--- src/rtl/l1_l2_write_buffer.sv ---
// Posted-write FIFO from the L1 write port to L2: in-order drain with one outstanding
// L2 write, plus youngest-match forwarding lookup for L1 read misses.
module l1_l2_write_buffer #(
  parameter int unsigned ADDRESS_WIDTH = 32,
  parameter int unsigned L2_BUS_WIDTH  = 32,
  parameter int unsigned DEPTH         = 4,
  parameter int unsigned PTR_WIDTH     = 2
) (
  input  logic                       CLK,
  input  logic                       RST,
  input  logic                       WRITE_TO_L2_VALID_DATA,
  input  logic                       WRITE_CONTROL_TO_L2_DATA,
  input  logic [ADDRESS_WIDTH-3:0]   WRITE_ADDR_TO_L2_DATA,
  input  logic [L2_BUS_WIDTH-1:0]    DATA_TO_L2_DATA,
  output logic                       WRITE_TO_L2_READY_DATA,
  output logic                       WRITE_COMPLETE_DATA,
  output logic                       BUFFER_EMPTY,
  input  logic [ADDRESS_WIDTH-3:0]   LOOKUP_ADDR,
  output logic                       LOOKUP_HIT,
  output logic [L2_BUS_WIDTH-1:0]    LOOKUP_DATA,
  output logic                       L2_WRITE_VALID,
  input  logic                       L2_WRITE_READY,
  output logic [ADDRESS_WIDTH-3:0]   L2_WRITE_ADDR,
  output logic [L2_BUS_WIDTH-1:0]    L2_WRITE_DATA,
  input  logic                       L2_WRITE_DONE
);

  localparam int unsigned WAW = ADDRESS_WIDTH - 2;
  localparam int unsigned CW  = PTR_WIDTH + 1;

  typedef enum logic [1:0] {IDLE, REQ, WAIT_DONE} state_e;

  state_e               state_q, state_d;
  logic [WAW-1:0]       addr_q [DEPTH];
  logic [L2_BUS_WIDTH-1:0] data_q [DEPTH];
  logic [PTR_WIDTH-1:0] head_q, head_d, tail_q, tail_d;
  logic [CW-1:0]        count_q, count_d;
  logic                 complete_q, complete_d;
  logic                 push, pop;

  logic                    lk_hit;
  logic [L2_BUS_WIDTH-1:0] lk_data;
  logic [PTR_WIDTH-1:0]    lk_idx;

  assign WRITE_TO_L2_READY_DATA = (count_q < CW'(DEPTH));
  assign BUFFER_EMPTY           = (count_q == '0);
  assign push = WRITE_TO_L2_VALID_DATA & WRITE_CONTROL_TO_L2_DATA & WRITE_TO_L2_READY_DATA;
  assign pop  = (state_q == WAIT_DONE) & L2_WRITE_DONE;

  assign L2_WRITE_VALID      = (state_q == REQ);
  assign L2_WRITE_ADDR       = addr_q[head_q];
  assign L2_WRITE_DATA       = data_q[head_q];
  assign WRITE_COMPLETE_DATA = complete_q;
  assign LOOKUP_HIT          = lk_hit;
  assign LOOKUP_DATA         = lk_data;

  // Pointer and occupancy update
  always_comb begin
    head_d     = head_q;
    tail_d     = tail_q;
    count_d    = count_q;
    complete_d = pop;
    if (push) tail_d = tail_q + PTR_WIDTH'(1);
    if (pop)  head_d = head_q + PTR_WIDTH'(1);
    case ({push, pop})
      2'b10:   count_d = count_q + CW'(1);
      2'b01:   count_d = count_q - CW'(1);
      default: count_d = count_q;
    endcase
  end

  // Drain FSM; the head entry stays stored until L2 reports DONE
  always_comb begin
    state_d = state_q;
    case (state_q)
      IDLE:      if (count_q != '0) state_d = REQ;
      REQ:       if (L2_WRITE_READY) state_d = WAIT_DONE;
      WAIT_DONE: if (L2_WRITE_DONE) state_d = (count_d != '0) ? REQ : IDLE;
      default:   state_d = IDLE;
    endcase
  end

  // Walk oldest to youngest so the last match wins
  always_comb begin
    lk_hit  = 1'b0;
    lk_data = '0;
    lk_idx  = '0;
    for (int unsigned i = 0; i < DEPTH; i++) begin
      lk_idx = head_q + PTR_WIDTH'(i);
      if ((CW'(i) < count_q) && (addr_q[lk_idx] == LOOKUP_ADDR)) begin
        lk_hit  = 1'b1;
        lk_data = data_q[lk_idx];
      end
    end
  end

  always_ff @(posedge CLK) begin
    if (RST) begin
      state_q    <= IDLE;
      head_q     <= '0;
      tail_q     <= '0;
      count_q    <= '0;
      complete_q <= 1'b0;
      for (int unsigned i = 0; i < DEPTH; i++) begin
        addr_q[i] <= '0;
        data_q[i] <= '0;
      end
    end else begin
      state_q    <= state_d;
      head_q     <= head_d;
      tail_q     <= tail_d;
      count_q    <= count_d;
      complete_q <= complete_d;
      if (push) begin
        addr_q[tail_q] <= WRITE_ADDR_TO_L2_DATA;
        data_q[tail_q] <= DATA_TO_L2_DATA;
      end
    end
  end

endmodule

--- config.mk ---
export PLATFORM = sky130hd
export DESIGN_NAME = l1_l2_write_buffer
export DESIGN_NICKNAME = d
export VERILOG_FILES = /design/src/rtl/l1_l2_write_buffer.sv
export SDC_FILE = /design/constraint.sdc
export NUM_CORES = 1
export LEC_CHECK = 0
export CAP_MARGIN = 20
export CORE_UTILIZATION = 40
export CTS_BUF_LIST = sky130_fd_sc_hd__clkbuf_2 sky130_fd_sc_hd__clkbuf_4 sky130_fd_sc_hd__clkbuf_8
export CTS_CLUSTER_DIAMETER = 80
export DETAILED_ROUTE_END_ITERATION = 6
export MAX_ROUTING_LAYER = met4
export PLACE_DENSITY = 0.57
export SKIP_CTS_REPAIR_TIMING = 1
export SYNTH_ARGS = -nofsm -noshare
export SYNTH_HDL_FRONTEND = slang
export SYNTH_SLANG_ARGS = --single-unit
--- constraint.sdc ---
create_clock -name CLK -period 5.2 [get_ports CLK]
set_input_delay 0.52 -clock CLK [delete_from_list [all_inputs] [get_ports CLK]]
set_output_delay 0.52 -clock CLK [all_outputs]
set_load 0.005 [all_outputs]
==> impl_summary.log, run 1 <==
[metrics] final core occ: just under 50%
[metrics] Clock Pin Slew Worst Setup and Hold Paths: around 0.060 ns
[metrics] iteration-0 DRC count of the detailed router: around 1.3k
[metrics] clock sink total: 260
[metrics] Crit path depth: 13
[metrics] Residual DRC: 0
[metrics] final net count: between 1.5k and 2k
[metrics] Fill cells: 4,076
[metrics] Yosys warnings: 0
[metrics] Num CTS Buffers: 47
[metrics] largest voltage drop on the vdd net: 0.000233 V
[metrics] most common cell in the netlist: sky130_fd_sc_hd__edfxtp_1
[metrics] Worst path top cell family by delay: buffers and inverters
[metrics] cell area after technology mapping: 18,000 um2
[metrics] reg2reg setup slack: 2.44 ns
[metrics] Remaining Overflow, GRT: 0
[metrics] setup TNS after final layout: 0 ns
[metrics] sequential share of the synthesized area: 42.6%
[metrics] critical setup path kind: register to primary output
[metrics] final count of hold timing violations: 0
[metrics] maximum clock insertion buffer count: 3
[metrics] half-perimeter wire length of the detailed placement result: 39,300 um
[metrics] detailed-route wire length per cell: ~25 um
[metrics] delay of the slowest critical-path stage: roughly 0.56 ns
[metrics] slowest cell on the critical path: sky130_fd_sc_hd__or4b_4
[metrics] vertical extent of the die: 214 um
[metrics] final worst-path cycle share: 97.4%
[metrics] number of storage elements in the synthesis netlist: 260
[metrics] worst slew pin tran: 1.04 ns
[metrics] crit-path max FO: 16
[metrics] initial antenna violation count: 6
[metrics] highest achievable clock rate: 197 MHz
[metrics] reg-to-reg endpoint: data_q[3][8]$_DFFE_PP_
[metrics] RR Startpoint: count_q[2]$_SDFF_PP0_
[metrics] final setup vio count: 0
[metrics] final-report max-slew violation count: 0
[metrics] count of buffers from port buffering: 196
[metrics] clock tree from TritonCTS: done
[metrics] number of detailed-route iterations in the first pass: 7
[metrics] starting density of the core: 40.7%
[metrics] required time reported for the critical path endpoint: 4.68 ns
[metrics] shortest period the worst path allows: 5.07 ns
[metrics] wire length of the first global-routing pass: approximately 90,000 um
[metrics] type of origin of the critical path: register
[metrics] proportion of layout cells with a drive suffix above 1: 18.6%
[metrics] async set-reset flop share out of synthesis: 0%
[metrics] layout overhead on the synthesized area: 21.7%
[metrics] Non-Filler Instances: 2,409
[metrics] outcome: finished clean
[metrics] final non-filler cell area: between 20,000 and 25,000 um2
[metrics] Top FF cell, synth: sky130_fd_sc_hd__edfxtp_1
[metrics] crit path launch: head_q[0]$_SDFFE_PP0P_
[metrics] static leakage: approximately 7.6 nW
[metrics] clock latency on the worst-skew pair: 0.64 ns
[metrics] total wire length: 60,000 um
[metrics] Cells on Worst Hold Path: 3
[metrics] kind of end point of the critical path: primary output
[metrics] worst min path class: primary input to register
[metrics] total number of vias: about 14k
[metrics] worst slack at placement: ~0.45 ns
[metrics] capturing element of the worst setup path: LOOKUP_DATA[14]
[metrics] number of placed cells counting well taps: 2,296
[metrics] slew margin rel.: 30.9%
[metrics] Clock Skews: about 0.023 ns
[metrics] cell taking the most area after synthesis: sky130_fd_sc_hd__edfxtp_1
[metrics] area enclosed by the die boundary: 45,900 um2
[metrics] Total GRT Usage: 26.2%
[metrics] Rows: 77
[metrics] gate count after technology mapping: 1,593
[metrics] cell area power density: 240 nW/um2
[metrics] number of global-route vias before repair: about 14k
[metrics] cell depth of the worst flop-to-flop path: 5
[metrics] count of antenna-violating nets left after detailed routing: 0
[metrics] Ports: between 150 and 200
[metrics] Post-DP Area: 20,600 um2
[metrics] Max Cap Viol: 0
[metrics] proportion of netlist area held by the largest area contributor: 41.3%
[metrics] worst-path cell chain: buf_12 -> buf_8 -> mux4_2 -> xnor2_2 -> nand4_1 -> or4b_4 -> nor4_4 -> buf_4 -> clkbuf_16 -> mux2i_1 -> o221ai_1 -> o21a_1 -> clkdlybuf4s50_1
[metrics] die span in x: 214 um
[metrics] most used standard cells in the synthesized netlist: sky130_fd_sc_hd__edfxtp_1, sky130_fd_sc_hd__nor2_1, sky130_fd_sc_hd__mux2i_1
[metrics] endpoint arrival time on the critical path: 4.55 ns
[metrics] global placement routability congestion: 0.972
[metrics] count of H-tree levels built during CTS: 2
[metrics] post-synthesis average cell area: 11.3 um2
[metrics] minimum setup slack in the final design: 0.134 ns
[metrics] maximum number of pins on one net before global-route repair: 92
[metrics] top post-synthesis cells by area: sky130_fd_sc_hd__edfxtp_1, sky130_fd_sc_hd__mux4_2, sky130_fd_sc_hd__mux2i_1
[metrics] CTS root buf: sky130_fd_sc_hd__clkbuf_8
[metrics] worst path buffer plus inverter count: 5
[metrics] average via count per standard cell: a little under 6
[metrics] number of flops mapped to enable cells by yosys: between 200 and 250
[metrics] number of nets produced by synthesis: between 1.5k and 2k
[metrics] area inside the core boundary: 44,300 um2
[metrics] number of library cell types mapped by synthesis: 63
[cells in the final DEF, fill, tap and decap left out, types with 5 or more instances in the layout]
master                            Yosys  layout
sky130_fd_sc_hd__and2_1              65      65
sky130_fd_sc_hd__mux4_2             126     126
sky130_fd_sc_hd__buf_12               0       7
sky130_fd_sc_hd__buf_4                3      53
sky130_fd_sc_hd__mux2i_4              0       6
sky130_fd_sc_hd__clkinv_1             1      12
sky130_fd_sc_hd__inv_1              116     116
sky130_fd_sc_hd__clkbuf_4             0      15
sky130_fd_sc_hd__clkdlybuf4s50_1      0     196
sky130_fd_sc_hd__nor4_1              13      12
sky130_fd_sc_hd__nor3_1               5       5
sky130_fd_sc_hd__nand3_1              7       7
sky130_fd_sc_hd__ha_1                 6       6
sky130_fd_sc_hd__nor2_1             198     197
sky130_fd_sc_hd__dfxtp_1             12       8
sky130_fd_sc_hd__o21ai_0             42      42
sky130_fd_sc_hd__nand2_1            114     114
sky130_fd_sc_hd__o22ai_1              8       8
sky130_fd_sc_hd__xor2_1              11      11
sky130_fd_sc_hd__o21a_1              32      32
sky130_fd_sc_hd__edfxtp_1           248     248
sky130_fd_sc_hd__o221ai_1            33      33
sky130_fd_sc_hd__xnor2_1             86      85
sky130_fd_sc_hd__a21oi_1             48      48
sky130_fd_sc_hd__diode_2              0       6
sky130_fd_sc_hd__clkinv_2             0       7
sky130_fd_sc_hd__mux2_2              39      39
sky130_fd_sc_hd__a222oi_1             5       5
sky130_fd_sc_hd__nand4_1             15      15
sky130_fd_sc_hd__a22oi_1              8       8
sky130_fd_sc_hd__mux2i_1            160     150
sky130_fd_sc_hd__clkbuf_8             0      48
[where the power goes]
group | switching, mW | internal, mW
Clock | 0.917 | 1.05
Sequential | 0.0861 | 2.40
Combinational | 0.437 | 0.374
Total | 1.44 | 3.83
[worst min-delay path, cell delays in order]
cell and delay, ns:
sky130_fd_sc_hd__clkdlybuf4s50_1 0.43, sky130_fd_sc_hd__nand3b_1 0.10, sky130_fd_sc_hd__a21oi_1 0.05
[final cells by class]
| cell class | instances | area [um2] | share of cell area [%] |
|---|---|---|---|
| Clock buffer | 62 | 759 | 3.46 |
| Antenna cell | 6 | 15.0 | 0.0684 |
| Clock inverter | 23 | 159 | 0.724 |
| Timing Repair Buffer | 264 | 2640 | 12.0 |
| Tap cell | 592 | 741 | 3.38 |
| Sequential cell | 260 | 7700 | 35.1 |
| Inverter | 117 | 443 | 2.02 |
| Multi-Input combinational cell | 1085 | 9480 | 43.2 |
[layer usage]
layer,GRT usage [%],vias to the layer above,share of wire (%)
met4,8.86,0,2.9
met5,-,-,0
li1,-,6278,-
met1,34.0,7156,42
met3,4.88,104,8.0
met2,41.3,559,47
[state kept, by name (all words and copies together) (netlist names), named ones only]
register             flops
data_q                 128
addr_q                 120
tail_q                   2
count_q                  3
head_q                   2
WRITE_COMPLETE_DATA      1
state_q                  2
[per-stage QoR]
step | power (mW) | hold slack (ns)
2_1_floorplan | 2.94 | 0.487
3_5_place_dp | 3.31 | 0.527
6_report | 5.27 | 0.525
4_1_cts | 5.27 | 0.488
3_3_place_gp | 3.31 | 0.514
5_1_grt | 5.43 | 0.564
[cell families after synthesis]
| logic type | share of synthesized area [%] |
|---|---|
| buffers and inverters | 5.74 |
| adders and majority gates | 0.416 |
| xor gates and xnor gates | 4.71 |
| DFF | 42.6 |
| AOI/OAI and AO/OA | 8.30 |
| and+or+nand+nor | 11.0 |
| muxes | 27.2 |
[worst min-delay path by stage]
stage,slack [ns],endpoint,start
2_1_floorplan,0.49,state_q[1]$_SDFFE_PP0P_,state_q[0]$_SDFFE_PP0P_
3_3_place_gp,0.51,state_q[1]$_SDFFE_PP0P_,state_q[0]$_SDFFE_PP0P_
3_5_place_dp,0.53,state_q[1]$_SDFFE_PP0P_,state_q[0]$_SDFFE_PP0P_
4_1_cts,0.49,state_q[1]$_SDFFE_PP0P_,L2_WRITE_READY
5_1_grt,0.56,data_q[0][20]$_SDFFCE_PN0P_,DATA_TO_L2_DATA[20]
6_report,0.53,state_q[1]$_SDFFE_PP0P_,L2_WRITE_READY
(Power assumes the default switching activity.)
==> run 2: changes to the inputs <==
--- a/config.mk
+++ b/config.mk
@@ -11,7 +11,7 @@
 export CTS_CLUSTER_DIAMETER = 80
 export DETAILED_ROUTE_END_ITERATION = 6
 export MAX_ROUTING_LAYER = met4
-export PLACE_DENSITY = 0.57
+export PLACE_DENSITY = 0.59
 export SKIP_CTS_REPAIR_TIMING = 1
 export SYNTH_ARGS = -nofsm -noshare
 export SYNTH_HDL_FRONTEND = slang
==> constraint.sdc (replaced) <==
create_clock -name CLK -period 4.4 [get_ports CLK]
set_input_delay 0.44 -clock CLK [delete_from_list [all_inputs] [get_ports CLK]]
set_output_delay 0.44 -clock CLK [all_outputs]
set_load 0.005 [all_outputs]
==> impl_summary.log, run 2 (synthesis gave the netlist of run 1 again) <==
[metrics] delay of the slowest critical-path stage: 0.49 ns (-0.07 ns)
[metrics] highest achievable clock rate: 208 MHz
[metrics] violations in the final reports: negative setup slack
[metrics] slew margin rel.: 32.4% (+1.5 points)
[metrics] number of detailed-route iterations in the first pass: 6 (-1)
[metrics] count of buffers from port buffering: 196 (unchanged)
[metrics] Ports: 197 (unchanged)
[metrics] final count of hold timing violations: 0 (unchanged)
[metrics] sum of internal, switching and leakage power: 6.25 mW (+19%)
[metrics] number of flip-flops in the largest register: 128 (unchanged)
[metrics] initial antenna violation count: 4 (-2)
[metrics] global placement routability congestion: 1.03 (+5.8%)
[metrics] area of combinational cells with multiple inputs: 9590 um2 (+1.2%)
[metrics] setup TNS after final layout: -10.96 ns (-10.96 ns)
[metrics] required time reported for the critical path endpoint: 3.96 ns (-0.72 ns)
[metrics] Worst path top cell family by delay: compound AO/OA/AOI/OAI gates
[metrics] clock sink total: 260 (unchanged)
[metrics] static leakage: 7.93 nW (+4.3%)
[metrics] maximum number of pins on one net before global-route repair: 101 (+9.8%)
[metrics] Fill cells: 3,965 (-2.7%)
[metrics] Clock Skews: 0.0574 ns (+0.0339 ns)
[metrics] Post-DP Area: 21,000 um2 (+1.8%)
[metrics] proportion of layout cells with a drive suffix above 1: 21.4% (+2.8 points)
[metrics] number of placed cells counting well taps: 2,336 (+1.7%)
[metrics] Remaining Overflow, GRT: 0 (unchanged)
[metrics] detailed-route wire length per cell: 24.3 um (-2.3%)
[metrics] average via count per standard cell: 5.75 (-1.8%)
[metrics] CTS root buf: sky130_fd_sc_hd__clkbuf_8
[metrics] final worst-path cycle share: 109%
[metrics] endpoint arrival time on the critical path: 4.37 ns (-0.18 ns)
[metrics] most used cells in the layout excluding fill and tap cells: sky130_fd_sc_hd__edfxtp_1, sky130_fd_sc_hd__nor2_1, sky130_fd_sc_hd__clkdlybuf4s50_1
[metrics] outcome: finished, violations left
[metrics] Residual DRC: 0 (unchanged)
[metrics] worst path buffer plus inverter count: 5 (unchanged)
[metrics] wire length of the first global-routing pass: 88,900 um (+0.98%)
[metrics] fraction of power spent switching nets: 26.9% (-0.45 points)
[metrics] most used cell, CP: sky130_fd_sc_hd__buf_12
[metrics] minimum setup slack in the final design: -0.414 ns (-0.548 ns)
[metrics] power share of the sequential group: 47.1% (about the same)
[metrics] power share of the combinational group: 15.8% (+0.4 points)
[metrics] crit-path max FO: 21 (+5)
[metrics] worst slew pin tran: 1.01 ns (-0.0221 ns)
[metrics] starting density of the core: 40.7% (unchanged)
[metrics] final-report max-slew violation count: 0 (unchanged)
[metrics] maximum clock insertion buffer count: 3 (unchanged)
[metrics] vertical extent of the die: 214 um (unchanged)
[metrics] number of global-route vias before repair: 14.2k (+0.37%)
[metrics] most common cell after layout, fill and taps aside: sky130_fd_sc_hd__edfxtp_1
[metrics] worst slack at placement: -0.0936 ns (-0.548 ns)
[metrics] Reg area: 7700 um2 (unchanged)
[metrics] total number of vias: 14.0k (-0.36%)
[metrics] layout overhead on the synthesized area: 24.3%
[metrics] cell area power density: 279 nW/um2 (+16%)
[metrics] type of origin of the critical path: register
[metrics] final setup vio count: 32 (+32)
[metrics] slowest cell on the critical path: sky130_fd_sc_hd__clkdlybuf4s50_1
[metrics] clock latency on the worst-skew pair: 0.65 ns (about the same)
[metrics] die span in x: 214 um (unchanged)
[metrics] half-perimeter wire length of the detailed placement result: 40,700 um (+3.4%)
[metrics] Clock Pin Slew Worst Setup and Hold Paths: 0.06 ns (about the same)
[metrics] Top reg by flops: data_q
[metrics] final core occ: 50.6% (+1.1 points)
[metrics] count of antenna-violating nets left after detailed routing: 0 (unchanged)
[metrics] clock tree from TritonCTS: done
[metrics] worst-path cell chain: buf_12 -> mux2i_4 -> nor2_2 -> a2111oi_2 -> o22ai_1 -> a2111o_1 -> nor4_4 -> buf_6 -> buf_12 -> buf_12 -> mux2i_1 -> o221ai_1 -> o21a_1 -> clkdlybuf4s50_1
[metrics] shortest period the worst path allows: 4.81 ns
[metrics] area inside the core boundary: 44,300 um2 (unchanged)
[metrics] Total GRT Usage: 26.4% (+0.20 points)
[metrics] switching power summed over all nets: 1.68 mW (+17%)
[metrics] Num CTS Buffers: 47 (unchanged)
[metrics] critical setup path kind: register to primary output
[metrics] biggest regs: data_q (128), addr_q (120), count_q (3)
[metrics] internal portion of total power: 4.57 mW (+19%)
[metrics] worst hold margin: 0.445 ns (-0.0807 ns)
[metrics] worst min path class: primary input to register
[metrics] Max Cap Viol: 0 (unchanged)
[metrics] unrepaired setup endpoints after global routing: yes
[metrics] Non-Filler Instances: 2,444 (+1.5%)
[metrics] total wire length: 59,500 um (-0.83%)
[metrics] count of H-tree levels built during CTS: 2 (unchanged)
[metrics] iteration-0 DRC count of the detailed router: 1,219 (-6.8%)
[metrics] Rows: 77 (unchanged)
[metrics] Clk pwr share: 37.1% (-0.3 points)
[metrics] area enclosed by the die boundary: 45,900 um2 (unchanged)
[metrics] kind of end point of the critical path: primary output
[metrics] final non-filler cell area: 22,400 um2 (+2.1%)
[metrics] final net count: 1,919 (+2.1%)
[metrics] largest voltage drop on the vdd net: 0.000182 V (-22%)
## run 2: area by class of cell
type	count	share of cell area (%)
inverters	117	1.96
diodes	4	0.0447
well taps	592	3.30
flip-flops and latches	260	34.4
clock buffers	69	3.71
multi-input cells	1085	42.8
repair buffers	304	13.4
clock inverters	13	0.435
## run 2: path summary, 6_finish.rpt
check	startpoint	to	slack, ns	cells past startpoint
max	head_q[0]$_SDFFE_PP0P_	LOOKUP_DATA[21]	-0.41	14
max reg2reg	count_q[2]$_SDFF_PP0_	data_q[3][12]$_DFFE_PP_	1.78	5
min	L2_WRITE_READY	state_q[1]$_SDFFE_PP0P_	0.44	3
min reg2reg	state_q[0]$_SDFFE_PP0P_	state_q[1]$_SDFFE_PP0P_	0.53	2
## run 2: power groups by stage
stage / clock network, mW / logic [mW] / registers, mW
finish: 2.32 / 0.984 / 2.94
global route: 2.47 / 1.05 / 2.96
global placement: 0 / 0.954 / 2.98
floorplan: 0 / 0.515 / 2.95
CTS: 2.37 / 0.958 / 2.94
detailed placement: 0 / 0.952 / 2.99
## run 2: worst reg2reg max path: stages (launching register included)
cell and delay, ns:
sky130_fd_sc_hd__dfxtp_1 0.41, sky130_fd_sc_hd__inv_1 0.20, sky130_fd_sc_hd__nand3_1 0.40, sky130_fd_sc_hd__inv_1 0.31, sky130_fd_sc_hd__a31o_4 0.63, sky130_fd_sc_hd__buf_12 0.33
## run 2: metal layers
layer | vias to the layer above | track usage [%] | share of wire [%]
met5 | - | - | 0
met4 | 0 | 7.38 | 2.6
met3 | 110 | 5.08 | 7.6
met2 | 574 | 41.5 | 47
met1 | 7017 | 34.9 | 43
li1 | 6345 | - | -
